--- src/rtl/sat_accum.sv ---
// Saturating multi-operand accumulator built around a 16-bit saturating CLA adder.
// Optional overflow statistics counter (ovf_cnt) enabled by SAT_ACCUM_STATS_EN.
//
// state   | meaning
// --------+--------------------------------------------------------
// S_IDLE  | waiting for start; input and output channels closed
// S_ACCUM | accepting operands, one adder step per handshake
// S_DONE  | result presented, held until the consumer accepts it

module cla_16bit (
    input  logic [15:0] a,
    input  logic [15:0] b,
    input  logic        sub,
    output logic [15:0] sum,
    output logic        OvrFlow
);
    logic [15:0] b_eff;
    logic [15:0] g;
    logic [15:0] p;
    logic [16:0] c;
    logic [4:0]  cb;
    logic [3:0]  blk_g;
    logic [3:0]  blk_p;
    logic [15:0] raw;

    assign b_eff = b ^ {16{sub}};
    assign g     = a & b_eff;
    assign p     = a ^ b_eff;

    // Four 4-bit lookahead blocks chained through block generate/propagate.
    always_comb begin
        cb    = '0;
        c     = '0;
        blk_g = '0;
        blk_p = '0;
        cb[0] = sub;
        for (int k = 0; k < 4; k++) begin
            blk_g[k] = g[4*k+3]
                     | (p[4*k+3] & g[4*k+2])
                     | (p[4*k+3] & p[4*k+2] & g[4*k+1])
                     | (p[4*k+3] & p[4*k+2] & p[4*k+1] & g[4*k]);
            blk_p[k] = &p[4*k +: 4];
            cb[k+1]  = blk_g[k] | (blk_p[k] & cb[k]);
        end
        for (int k = 0; k < 4; k++) begin
            c[4*k] = cb[k];
            for (int i = 0; i < 3; i++) begin
                c[4*k+i+1] = g[4*k+i] | (p[4*k+i] & c[4*k+i]);
            end
        end
        c[16] = cb[4];
    end

    assign raw     = p ^ c[15:0];
    assign OvrFlow = (a[15] == b_eff[15]) && (raw[15] != a[15]);
    assign sum     = OvrFlow ? (a[15] ? 16'h8000 : 16'h7FFF) : raw;
endmodule

module sat_accum (
    input  logic        clk,
    input  logic        rst_n,
    input  logic        start,
    input  logic [3:0]  len,
    input  logic [15:0] init,
    input  logic        sub,
    input  logic        in_valid,
    input  logic [15:0] in_data,
    output logic        in_ready,
    output logic        out_valid,
    output logic [15:0] out_data,
    output logic        out_ovf,
    input  logic        out_ready,
`ifdef SAT_ACCUM_STATS_EN
    output logic [4:0]  ovf_cnt,
`endif
    output logic        busy
);
    typedef enum logic [1:0] {S_IDLE, S_ACCUM, S_DONE} state_t;

    state_t      state_q, state_d;
    logic [15:0] acc_q, acc_d;
    logic        sub_q, sub_d;
    logic [3:0]  rem_q, rem_d;
    logic        ovf_q, ovf_d;
    logic [15:0] step_sum;
    logic        step_ovf;
    logic        in_hs;

    cla_16bit u_cla (
        .a       (acc_q),
        .b       (in_data),
        .sub     (sub_q),
        .sum     (step_sum),
        .OvrFlow (step_ovf)
    );

    assign in_hs = (state_q == S_ACCUM) && in_valid;

    always_comb begin
        state_d = state_q;
        acc_d   = acc_q;
        sub_d   = sub_q;
        rem_d   = rem_q;
        ovf_d   = ovf_q;
        case (state_q)
            S_IDLE: begin
                if (start) begin
                    acc_d   = init;
                    sub_d   = sub;
                    rem_d   = len;
                    ovf_d   = 1'b0;
                    state_d = S_ACCUM;
                end
            end
            S_ACCUM: begin
                if (in_valid) begin
                    acc_d = step_sum;
                    ovf_d = ovf_q | step_ovf;
                    if (rem_q == 4'd0) state_d = S_DONE;
                    else               rem_d   = rem_q - 4'd1;
                end
            end
            S_DONE: begin
                if (out_ready) state_d = S_IDLE;
            end
            default: state_d = S_IDLE;
        endcase
    end

    always_ff @(posedge clk or negedge rst_n) begin
        if (!rst_n) begin
            state_q <= S_IDLE;
            acc_q   <= '0;
            sub_q   <= 1'b0;
            rem_q   <= '0;
            ovf_q   <= 1'b0;
        end else begin
            state_q <= state_d;
            acc_q   <= acc_d;
            sub_q   <= sub_d;
            rem_q   <= rem_d;
            ovf_q   <= ovf_d;
        end
    end

`ifdef SAT_ACCUM_STATS_EN
    logic [4:0] cnt_q, cnt_d;

    always_comb begin
        cnt_d = cnt_q;
        if ((state_q == S_IDLE) && start)          cnt_d = 5'd0;
        else if (in_hs && step_ovf && cnt_q != 5'd31) cnt_d = cnt_q + 5'd1;
    end

    always_ff @(posedge clk or negedge rst_n) begin
        if (!rst_n) cnt_q <= '0;
        else        cnt_q <= cnt_d;
    end

    assign ovf_cnt = cnt_q;
`endif

    assign in_ready  = (state_q == S_ACCUM);
    assign out_valid = (state_q == S_DONE);
    assign busy      = (state_q != S_IDLE);
    assign out_data  = acc_q;
    assign out_ovf   = ovf_q;
endmodule

--- config.mk ---
export PLATFORM = sky130hd
export DESIGN_NAME = sat_accum
export DESIGN_NICKNAME = d
export VERILOG_FILES = /design/src/rtl/sat_accum.sv
export SDC_FILE = /design/constraint.sdc
export NUM_CORES = 1
export LEC_CHECK = 0
export BUFFER_PORTS_ARGS = -buffer_cell sky130_fd_sc_hd__buf_2
export CAP_MARGIN = 25
export CORE_AREA = 5 5 69 71
export CTS_BUF_LIST = sky130_fd_sc_hd__clkbuf_16
export DETAILED_ROUTE_END_ITERATION = 10
export DIE_AREA = 0 0 74 76
export GPL_ROUTABILITY_DRIVEN = 0
export GPL_TIMING_DRIVEN = 1
export PLACE_DENSITY = 0.84
export SLEW_MARGIN = 10
export SYNTH_ARGS = -nofsm -noshare
export SYNTH_HDL_FRONTEND = slang
export SYNTH_SLANG_ARGS = --single-unit
--- constraint.sdc ---
create_clock -name clk -period 5.57 [get_ports clk]
set_clock_uncertainty 0.15 [all_clocks]
set_input_delay 0.8355 -clock clk [delete_from_list [all_inputs] [get_ports clk]]
set_output_delay 0.8355 -clock clk [all_outputs]
set_load 0.05 [all_outputs]
# Yosys cells after proc, flatten, opt, wreduce, memory -nomap -nowiden

Cells that the tools add are included.

$add $sub $neg: 1
Equality and inequality tests: 9
Muxes and demuxes: 17
Bitwise operators: 59
Reduce and logical (&&, ||, !) cells: 12

Operator list:

| kind                | number |
|---|---|
| $mux 16             | 4 |
| $xor 16x16->16      | 3 |
| $pmux 16 s2         | 1 |
| $and 1x1->1         | 30 |
| $or 1x1->1          | 25 |
| $reduce_and 4->1    | 5 |
| $and 15x15->15      | 1 |
| $mux 4              | 3 |
| $mux 2              | 4 |
| $pmux 4 s2          | 1 |
| $ne 2x2->1 const B  | 3 |
| $pmux 2 s3          | 1 |
| $logic_not 4->1     | 1 |
| $ne 2x1->1 const B  | 2 |
| $reduce_bool 2->1   | 2 |
| $sub 4x1->4 const B | 1 |
| $reduce_and 3->1    | 1 |
| $eq 2x1->1 const B  | 1 |
| $eq 2x2->1 const B  | 1 |
| $logic_not 2->1     | 1 |
| $mux 1              | 2 |
| $pmux 1 s2          | 1 |
| $reduce_and 2->1    | 1 |
| $eq 1x1->1          | 1 |
| 2 further kinds     | 2 |

Bits in registers: 24

# Logic depth before layout (Yosys ltp)

Gate-level depths: netlist (run 1).

Word-level depth: 23
Depth in mapped cells: 17
Depth with buffers taken out: 15

# Modules after synthesis

Synthesis (run 1) repeated with hierarchy kept, for this count alone.

Cells, all modules: 243
Area, all modules: 2082.0 um^2

By module, submodules not included:

| module    | instances | cells an instance | area an instance (um^2) |
|---|---|---|---|
| sat_accum | 1         | 134               | 1189.9 |
| cla_16bit | 1         | 109               | 892.1 |

# Least setup slack after synthesis (run 1)

OpenSTA, ideal clock, no wires.

Kind: input-to-reg
Start: input in_data[2]
End: register acc_q[5], in the netlist out_data[5]
Data arrival time: 3796 ps
Data required time: 5337 ps
Setup slack: 1542 ps
Stages: 15
Buffers on the path: 1
Cells stage by stage: xor2_1 -> ha_1 -> nand3_1 -> o22ai_1 -> nor2_1 -> o21ai_0 -> nand2b_1 -> fa_1 -> fa_1 -> fa_1 -> o31a_1 -> buf_2 -> o21ai_0 -> o21ai_0 -> o21ai_0

Word-level cells in the longest chain between the ends: 23
Elaborated cells on any way between the ends: 32
Classes of those cells: 1 x eq/ne; 3 x mux; 26 x bitwise; 2 x reduce/logical

RTL lines:

| what                                             | RTL line   | RTL |
|---|---|---|
| start: declaration                               | 67         | `input logic [15:0] in_data,` |
| $xor 16x16->16 (*)                               | 26         | `assign b_eff = b ^ {16{sub}};` |
| $and 15x15->15 or $xor 16x16->16 (tied branches) | 27, 28     |  |
| $and 1x1->1 (on tied branches)                   | 39, 40, 41 |  |
| $or 1x1->1, or another cell as far along         | 39         | `\| (p[4*k+3] & g[4*k+2])` |
| $or 1x1->1 or $and 1x1->1 (tied branches)        | 40, 41     |  |
| $or 1x1->1                                       | 41         | `\| (p[4*k+3] & p[4*k+2] & p[4*k+1] & g[4*k]);` |
| $or 1x1->1 (*)                                   | 43         | `cb[k+1] = blk_g[k] \| (blk_p[k] & cb[k]);` |
| $and 1x1->1                                      | 43         |  |
| (+7 left out)                                    | n/a        |  |
| $and 1x1->1                                      | 48         | `c[4*k+i+1] = g[4*k+i] \| (p[4*k+i] & c[4*k+i]);` |
| $or 1x1->1                                       | 48         |  |
| $xor 16x16->16 (*)                               | 54         | `assign raw = p ^ c[15:0];` |
| $ne 1x1->1                                       | 55         | `assign OvrFlow = (a[15] == b_eff[15]) && (raw[15] != a[15]);` |
| $logic_and 1x1->1                                | 55         |  |
| $mux 16 (*)                                      | 56         | `assign sum = OvrFlow ? (a[15] ? 16'h8000 : 16'h7FFF) : raw;` |
| $mux 16 (*)                                      | 116        | `if (in_valid) begin` |
| $pmux 16 s2 (*)                                  | 105        | `case (state_q)` |
| end signal: assignment                           | 133        | `acc_q <= '0;` |
| end signal: assignment                           | 139        | `acc_q <= acc_d;` |
| end: declaration                                 | 81         | `logic [15:0] acc_q, acc_d;` |

Mark *: on every way between the ends. The rest lies on a longest branch, timed or not. The select of a mux whose other input is x is not followed.
A chain may end at the register's enable or synchronous reset.

# Worst setup path in the final report (run 1)

Start: register sub_q
End: register acc_q[13], in the netlist out_data[13]

Word-level cells in the longest chain between the ends: 23
Elaborated cells on any way between the ends: 49
Classes of those cells: 2 x eq/ne; 3 x mux; 40 x bitwise; 4 x reduce/logical

RTL lines:

| what                                             | RTL line   | RTL |
|---|---|---|
| start: declaration                               | 82         | `logic sub_q, sub_d;` |
| start signal: assignment                         | 140        | `sub_q <= sub_d;` |
| $xor 16x16->16                                   | 26         |  |
| $xor 16x16->16 or $and 15x15->15 (tied branches) | 28, 27     |  |
| $and 1x1->1 (on tied branches)                   | 39, 40, 41 |  |
| $or 1x1->1, or another cell as far along         | 39         |  |
| $or 1x1->1 or $and 1x1->1 (tied branches)        | 40, 41     |  |
| $or 1x1->1                                       | 41         |  |
| $or 1x1->1                                       | 43         |  |
| $and 1x1->1                                      | 43         |  |
| (+7 left out)                                    | n/a        |  |
| $and 1x1->1                                      | 48         |  |
| $or 1x1->1                                       | 48         |  |
| $xor 16x16->16                                   | 54         |  |
| $ne 1x1->1                                       | 55         |  |
| $logic_and 1x1->1                                | 55         |  |
| $mux 16 (*)                                      | 56         |  |
| $mux 16 (*)                                      | 116        |  |
| $pmux 16 s2 (*)                                  | 105        |  |

Marked as above.

==> results of run 1 <==
## layout make-up
| class | count | area share |
|---|---|---|
| Clock buffer | 3 | 0.0313 |
| Inverter | 22 | 0.0344 |
| Multi-Input combinational cell | 172 | 0.514 |
| Clock inverter | 1 | 0.00156 |
| Timing Repair Buffer | 63 | 0.142 |
| Tap cell | 52 | 0.0271 |
| Sequential cell | 24 | 0.250 |
## metal layers
layer | track usage | wire length, um | up-vias
met5 | 0 | 0 | -
met4 | 0.0598 | 46 | 0
met1 | 0.237 | 2040 | 863
met3 | 0.0330 | 307 | 4
met2 | 0.328 | 2620 | 52
li1 | - | - | 883
## worst paths after layout
| check | end | cells after the start | slack [ns] | start |
|---|---|---|---|---|
| setup / recovery | out_data[13]$_DFFE_PN0P_ | 14 | 1.14 | sub_q$_DFFE_PN0P_ |
| hold / removal | out_ovf$_DFFE_PN0P_ | 2 | 0.37 | out_ovf$_DFFE_PN0P_ |
| setup reg to reg | out_data[13]$_DFFE_PN0P_ | 14 | 1.14 | sub_q$_DFFE_PN0P_ |
| hold reg to reg | out_ovf$_DFFE_PN0P_ | 2 | 0.37 | out_ovf$_DFFE_PN0P_ |
| max in group asynchronous | out_data[12]$_DFFE_PN0P_ | 1 | 4.47 | rst_n |
| min in group asynchronous | out_data[2]$_DFFE_PN0P_ | 1 | 0.42 | rst_n |
## critical path, delay by kind of cell (launching register included)
kind,cells,cell delay [ns]
xor+xnor,1,0.23
flops,1,0.83
compound gates,6,1.26
simple gates,3,0.27
fa+ha+maj,4,1.60
## per-stage QoR
stage / instances / util / hold WS [ns] / setup WS, ns / instance area [sq um]
6_report: 337 / 0.575 / 0.366 / 1.14 / 2400
4_1_cts: 336 / 0.568 / 0.371 / 1.10 / 2370
5_1_grt: 337 / 0.575 / 0.406 / 0.757 / 2400
2_1_floorplan: 229 / - / 0.334 / 1.54 / 1970
3_5_place_dp: 332 / 0.549 / 0.351 / 1.09 / 2290
3_3_place_gp: 332 / 0.549 / 0.330 / 1.17 / 2290
## sequential cells by signal (all words and copies together), names as in the netlist
register / flops
state_q: 2
out_data: 16
sub_q: 1
out_ovf: 1
rem_q: 4
## cells in the mapped netlist, types with 6 or more instances
library cell | n | share of area
o21ai_0 | 45 | 0.11
dfrtp_1 | 24 | 0.30
nand2_1 | 23 | 0.044
inv_1 | 22 | 0.042
ha_1 | 13 | 0.082
nor2_1 | 13 | 0.025
xor2_1 | 13 | 0.058
fa_1 | 11 | 0.11
a21oi_1 | 10 | 0.025
xnor2_1 | 8 | 0.036
buf_2 | 6 | 0.015
## logic make-up (layout without fill, tap and decap cells)
logic type               after synthesis  in the layout  share of synthesized area
AO/OA/AOI/OAI                         71             71                      0.202
AND/OR/NAND/NOR                       53             53                      0.120
buffers and inverters                 33             89                     0.0704
adder cells (fa/ha/maj)               24             24                      0.194
flip-flops                            24             24                      0.305
XOR/XNOR                              21             21                     0.0933
multiplexers                           3              3                     0.0159
==> flow_metrics.env, run 1 <==
export IMPL_status="complete, no violations"
export IMPL_htreeDepth=1
export IMPL_multi_input_area_sq_um=1230
export IMPL_regArea_sq_um=601
export IMPL_crit_type="reg2reg"
export IMPL_portBuffers=61
export IMPL_layout_common_cells="61 x buf_2, 45 x o21ai_0, 24 x dfrtp_1"
export IMPL_slew_headroom=0.499
export IMPL_ctsLongestPathBuffers=2
export IMPL_grt_max_degree=41
export IMPL_nets=352
export IMPL_firstDrtPassIters=4
export IMPL_cts_repair_resized=0
export IMPL_final_common_cell="buf_2"
export IMPL_yosysSeqAreaShare=0.305
export IMPL_vias_per_cell=5.35
export IMPL_fin_crit_sh=0.796
export IMPL_grt_pass1_vias=1960
export IMPL_cpMostUsedCell="o21ai_0"
export IMPL_core_area_sq_um=4170
export IMPL_drc=0
export IMPL_yosys_warnings=0
export IMPL_vias=1802
export IMPL_grt_first_pass_wirelength_um=8600
export IMPL_layout_drive_gt1_share=0.235
export IMPL_ios=62
export IMPL_rsz0062_at_grt="false"
export IMPL_cts_made_buffers=3
export IMPL_tns_ns=0
export IMPL_cts_tree="done"
export IMPL_cts_sinks=24
export IMPL_hold_viol_final=0
export IMPL_grt_antenna_before_repair=0
export IMPL_syn_area_per_cell_sq_um=8.61
export IMPL_drv_slew=0
export IMPL_cp_start_kind="flop"
export IMPL_clk_insertion_delay_late_ns=0.26
export IMPL_syn_nets=295
export IMPL_synth_seq_cells=24
export IMPL_async_flop_share=1.00
export IMPL_routed_wirelength_um=5020
export IMPL_cpPeakStageDelay_ns=0.83
export IMPL_nFillCells=381
export IMPL_crit_fanout=15
export IMPL_worstPathCellList="xor2_1 -> ha_1 -> nand3_1 -> o22ai_1 -> nor2_1 -> o21ai_0 -> nand2b_1 -> fa_1 -> fa_1 -> fa_1 -> o31a_1 -> o21ai_0 -> o21ai_0 -> o21ai_0"
export IMPL_drv_cap=0
export IMPL_track_usage=0.191
export IMPL_cts_root_buf="clkbuf_16"
export IMPL_setup_viol_count_final=0
export IMPL_drt_iter0_markers=114
export IMPL_period_minus_slack_ns=4.43
export IMPL_holdCritPathClass="reg2reg"
export IMPL_synth_edff_count=0
export IMPL_worst_setup_path_end_kind="flop"
export IMPL_required_ns=5.59
export IMPL_start_util=0.472
export IMPL_arrival_ns=4.46
export IMPL_die_h_um=76
export IMPL_syn2layout_area_growth_pct=21.7
export IMPL_worstMarginPinSlew_ns=0.752
export IMPL_synth_area_sq_um=1970
export IMPL_grt_overflow=0
export IMPL_synthCells=229
export IMPL_die_w_um=74
export IMPL_hold_buffers=0
export IMPL_synth_ff_type="dfrtp_1"
export IMPL_path_clk_slew_ns=0.07
export IMPL_post_drt_wl_per_cell_um=14.9
export IMPL_num_antenna_cells=0
export IMPL_row_count=24
export IMPL_dp_hpwl_um=3790
export IMPL_detail_route_antenna_nets=0
export IMPL_fmax_mhz=226
export IMPL_die_area_sq_um=5620
export IMPL_post_cts_buffers=0
export IMPL_slowest_stage="dfrtp_1"
export IMPL_yosysUniqueCellTypes=38
Power of run 1 is not shown: default switching activity piles up to over one toggle a cycle in this logic, so the estimate is an artifact.
==> run 2: changes to the inputs <==
CORE_AREA = 5 5 72 74   (was 5 5 69 71)
DIE_AREA = 0 0 77 79   (was 0 0 74 76)
PLACE_DENSITY = 0.81   (was 0.84)
clock period = 3.76 ns   (was 5.57 ns; I/O delays follow)
==> flow_metrics.env, run 2 (same netlist as run 1, synthesis figures left out) <==
export IMPL_drv_slew=0
export IMPL_num_antenna_cells=0
export IMPL_vias_per_cell=5.29
export IMPL_vias=1877
export IMPL_routed_wirelength_um=5300
export IMPL_layout_drive_gt1_share=0.316
export IMPL_ios=62
export IMPL_track_usage=0.167
export IMPL_hold_buffers=0
export IMPL_detail_route_antenna_nets=0
export IMPL_htreeDepth=1
export IMPL_fin_area_sq_um=2600
export IMPL_core_area_sq_um=4540
export IMPL_fin_crit_sh=0.995
export IMPL_worst_setup_path_end_kind="flop"
export IMPL_cts_made_buffers=3
export IMPL_grt_pass1_vias=1899
export IMPL_nets=368
export IMPL_clk_insertion_delay_late_ns=0.26
export IMPL_slew_headroom=0.482
export IMPL_die_w_um=77
export IMPL_row_count=25
export IMPL_path_clk_slew_ns=0.07
export IMPL_required_ns=3.81
export IMPL_grt_first_pass_wirelength_um=8420
export IMPL_cts_tree="done"
export IMPL_syn2layout_area_growth_pct=31.9
export IMPL_grt_overflow=0
export IMPL_rsz0062_at_grt="true"
export IMPL_cp_start_kind="flop"
export IMPL_cts_root_buf="clkbuf_16"
export IMPL_drt_iter0_markers=68
export IMPL_dp_hpwl_um=3910
export IMPL_worstMarginPinSlew_ns=0.774
export IMPL_start_util=0.435
export IMPL_crit_fanout=10
export IMPL_largest_register_ffs=16
export IMPL_grt_antenna_before_repair=0
export IMPL_placedInstanceArea_sq_um=2420
export IMPL_setup_viol_count_final=0
export IMPL_cts_sinks=24
export IMPL_drc=0
export IMPL_arrival_ns=3.79
export IMPL_die_h_um=79
export IMPL_final_common_cell="buf_2"
export IMPL_drv_cap=0
export IMPL_status="complete, no violations"
export IMPL_fmax_mhz=267
export IMPL_crit_type="reg2reg"
export IMPL_period_minus_slack_ns=3.74
export IMPL_fin_util=0.573
export IMPL_hold_viol_final=0
export IMPL_holdCritPathClass="in2async"
export IMPL_die_area_sq_um=6080
export IMPL_grt_max_degree=41
export IMPL_firstDrtPassIters=4
export IMPL_layout_common_cells="61 x buf_2, 36 x o21ai_0, 24 x dfrtp_1"
export IMPL_portBuffers=61
export IMPL_post_drt_wl_per_cell_um=14.9
export IMPL_ctsLongestPathBuffers=2
## run 2: final timing paths
check	from	to	slack (ns)	cells after the start
setup / recovery	sub_q$_DFFE_PN0P_	out_ovf$_DFFE_PN0P_	0.02	16
hold / removal	rst_n	out_data[2]$_DFFE_PN0P_	0.14	1
setup reg to reg	sub_q$_DFFE_PN0P_	out_ovf$_DFFE_PN0P_	0.02	16
hold reg to reg	out_data[13]$_DFFE_PN0P_	out_data[13]$_DFFE_PN0P_	0.36	2
max in group asynchronous	rst_n	out_data[9]$_DFFE_PN0P_	2.93	1
min in group clk	out_data[13]$_DFFE_PN0P_	out_data[13]$_DFFE_PN0P_	0.36	2
## run 2: timing repair
item,4_1_cts,5_1_grt
resized for setup,5,14
setup buffers,0,3
setup endpoints to repair,15,17
cloned,0,1
pin swaps,1,2
## run 2: critical path: stages (launching register included)
cell,delay [ns]
dfrtp_1,0.42
buf_12,0.17
xor2_2,0.18
ha_1,0.31
nand3_1,0.08
o22ai_1,0.17
nor2_1,0.09
o21ai_1,0.13
nand2b_1,0.09
fa_2,0.35
fa_2,0.39
fa_2,0.40
buf_6,0.15
or3_1,0.35
a21oi_2,0.12
nor2_1,0.05
nor2_1,0.08
## run 2: final cells by class
type / count / area [sq um]
Fill cell: 425 / 1940
Tap cell: 54 / 67.6
Inverter: 22 / 82.6
Multi-Input combinational cell: 173 / 1290
Sequential cell: 24 / 601
Clock inverter: 1 / 30.0
Timing Repair Buffer: 78 / 453
Clock buffer: 3 / 75.1
## run 2: through the flow
step	hold slack, ns	instances	setup WS (ns)	TNS, ns
3_5_place_dp	0.349	347	-0.144	-1.74
5_1_grt	0.194	355	-0.119	-1.39
2_1_floorplan	0.118	229	0.00147	0
4_1_cts	0.170	351	0.0466	0
3_3_place_gp	0.339	347	-0.106	-1.02
6_report	0.145	355	0.0184	0
## run 2: layer usage
metal,global-route usage,routed length (um),vias up
met5,0,0,-
met4,0.0550,106,0
met3,0.0363,365,10
met2,0.293,2630,66
met1,0.204,2200,878
li1,-,-,923
Power of run 2 is left out for the same reason.
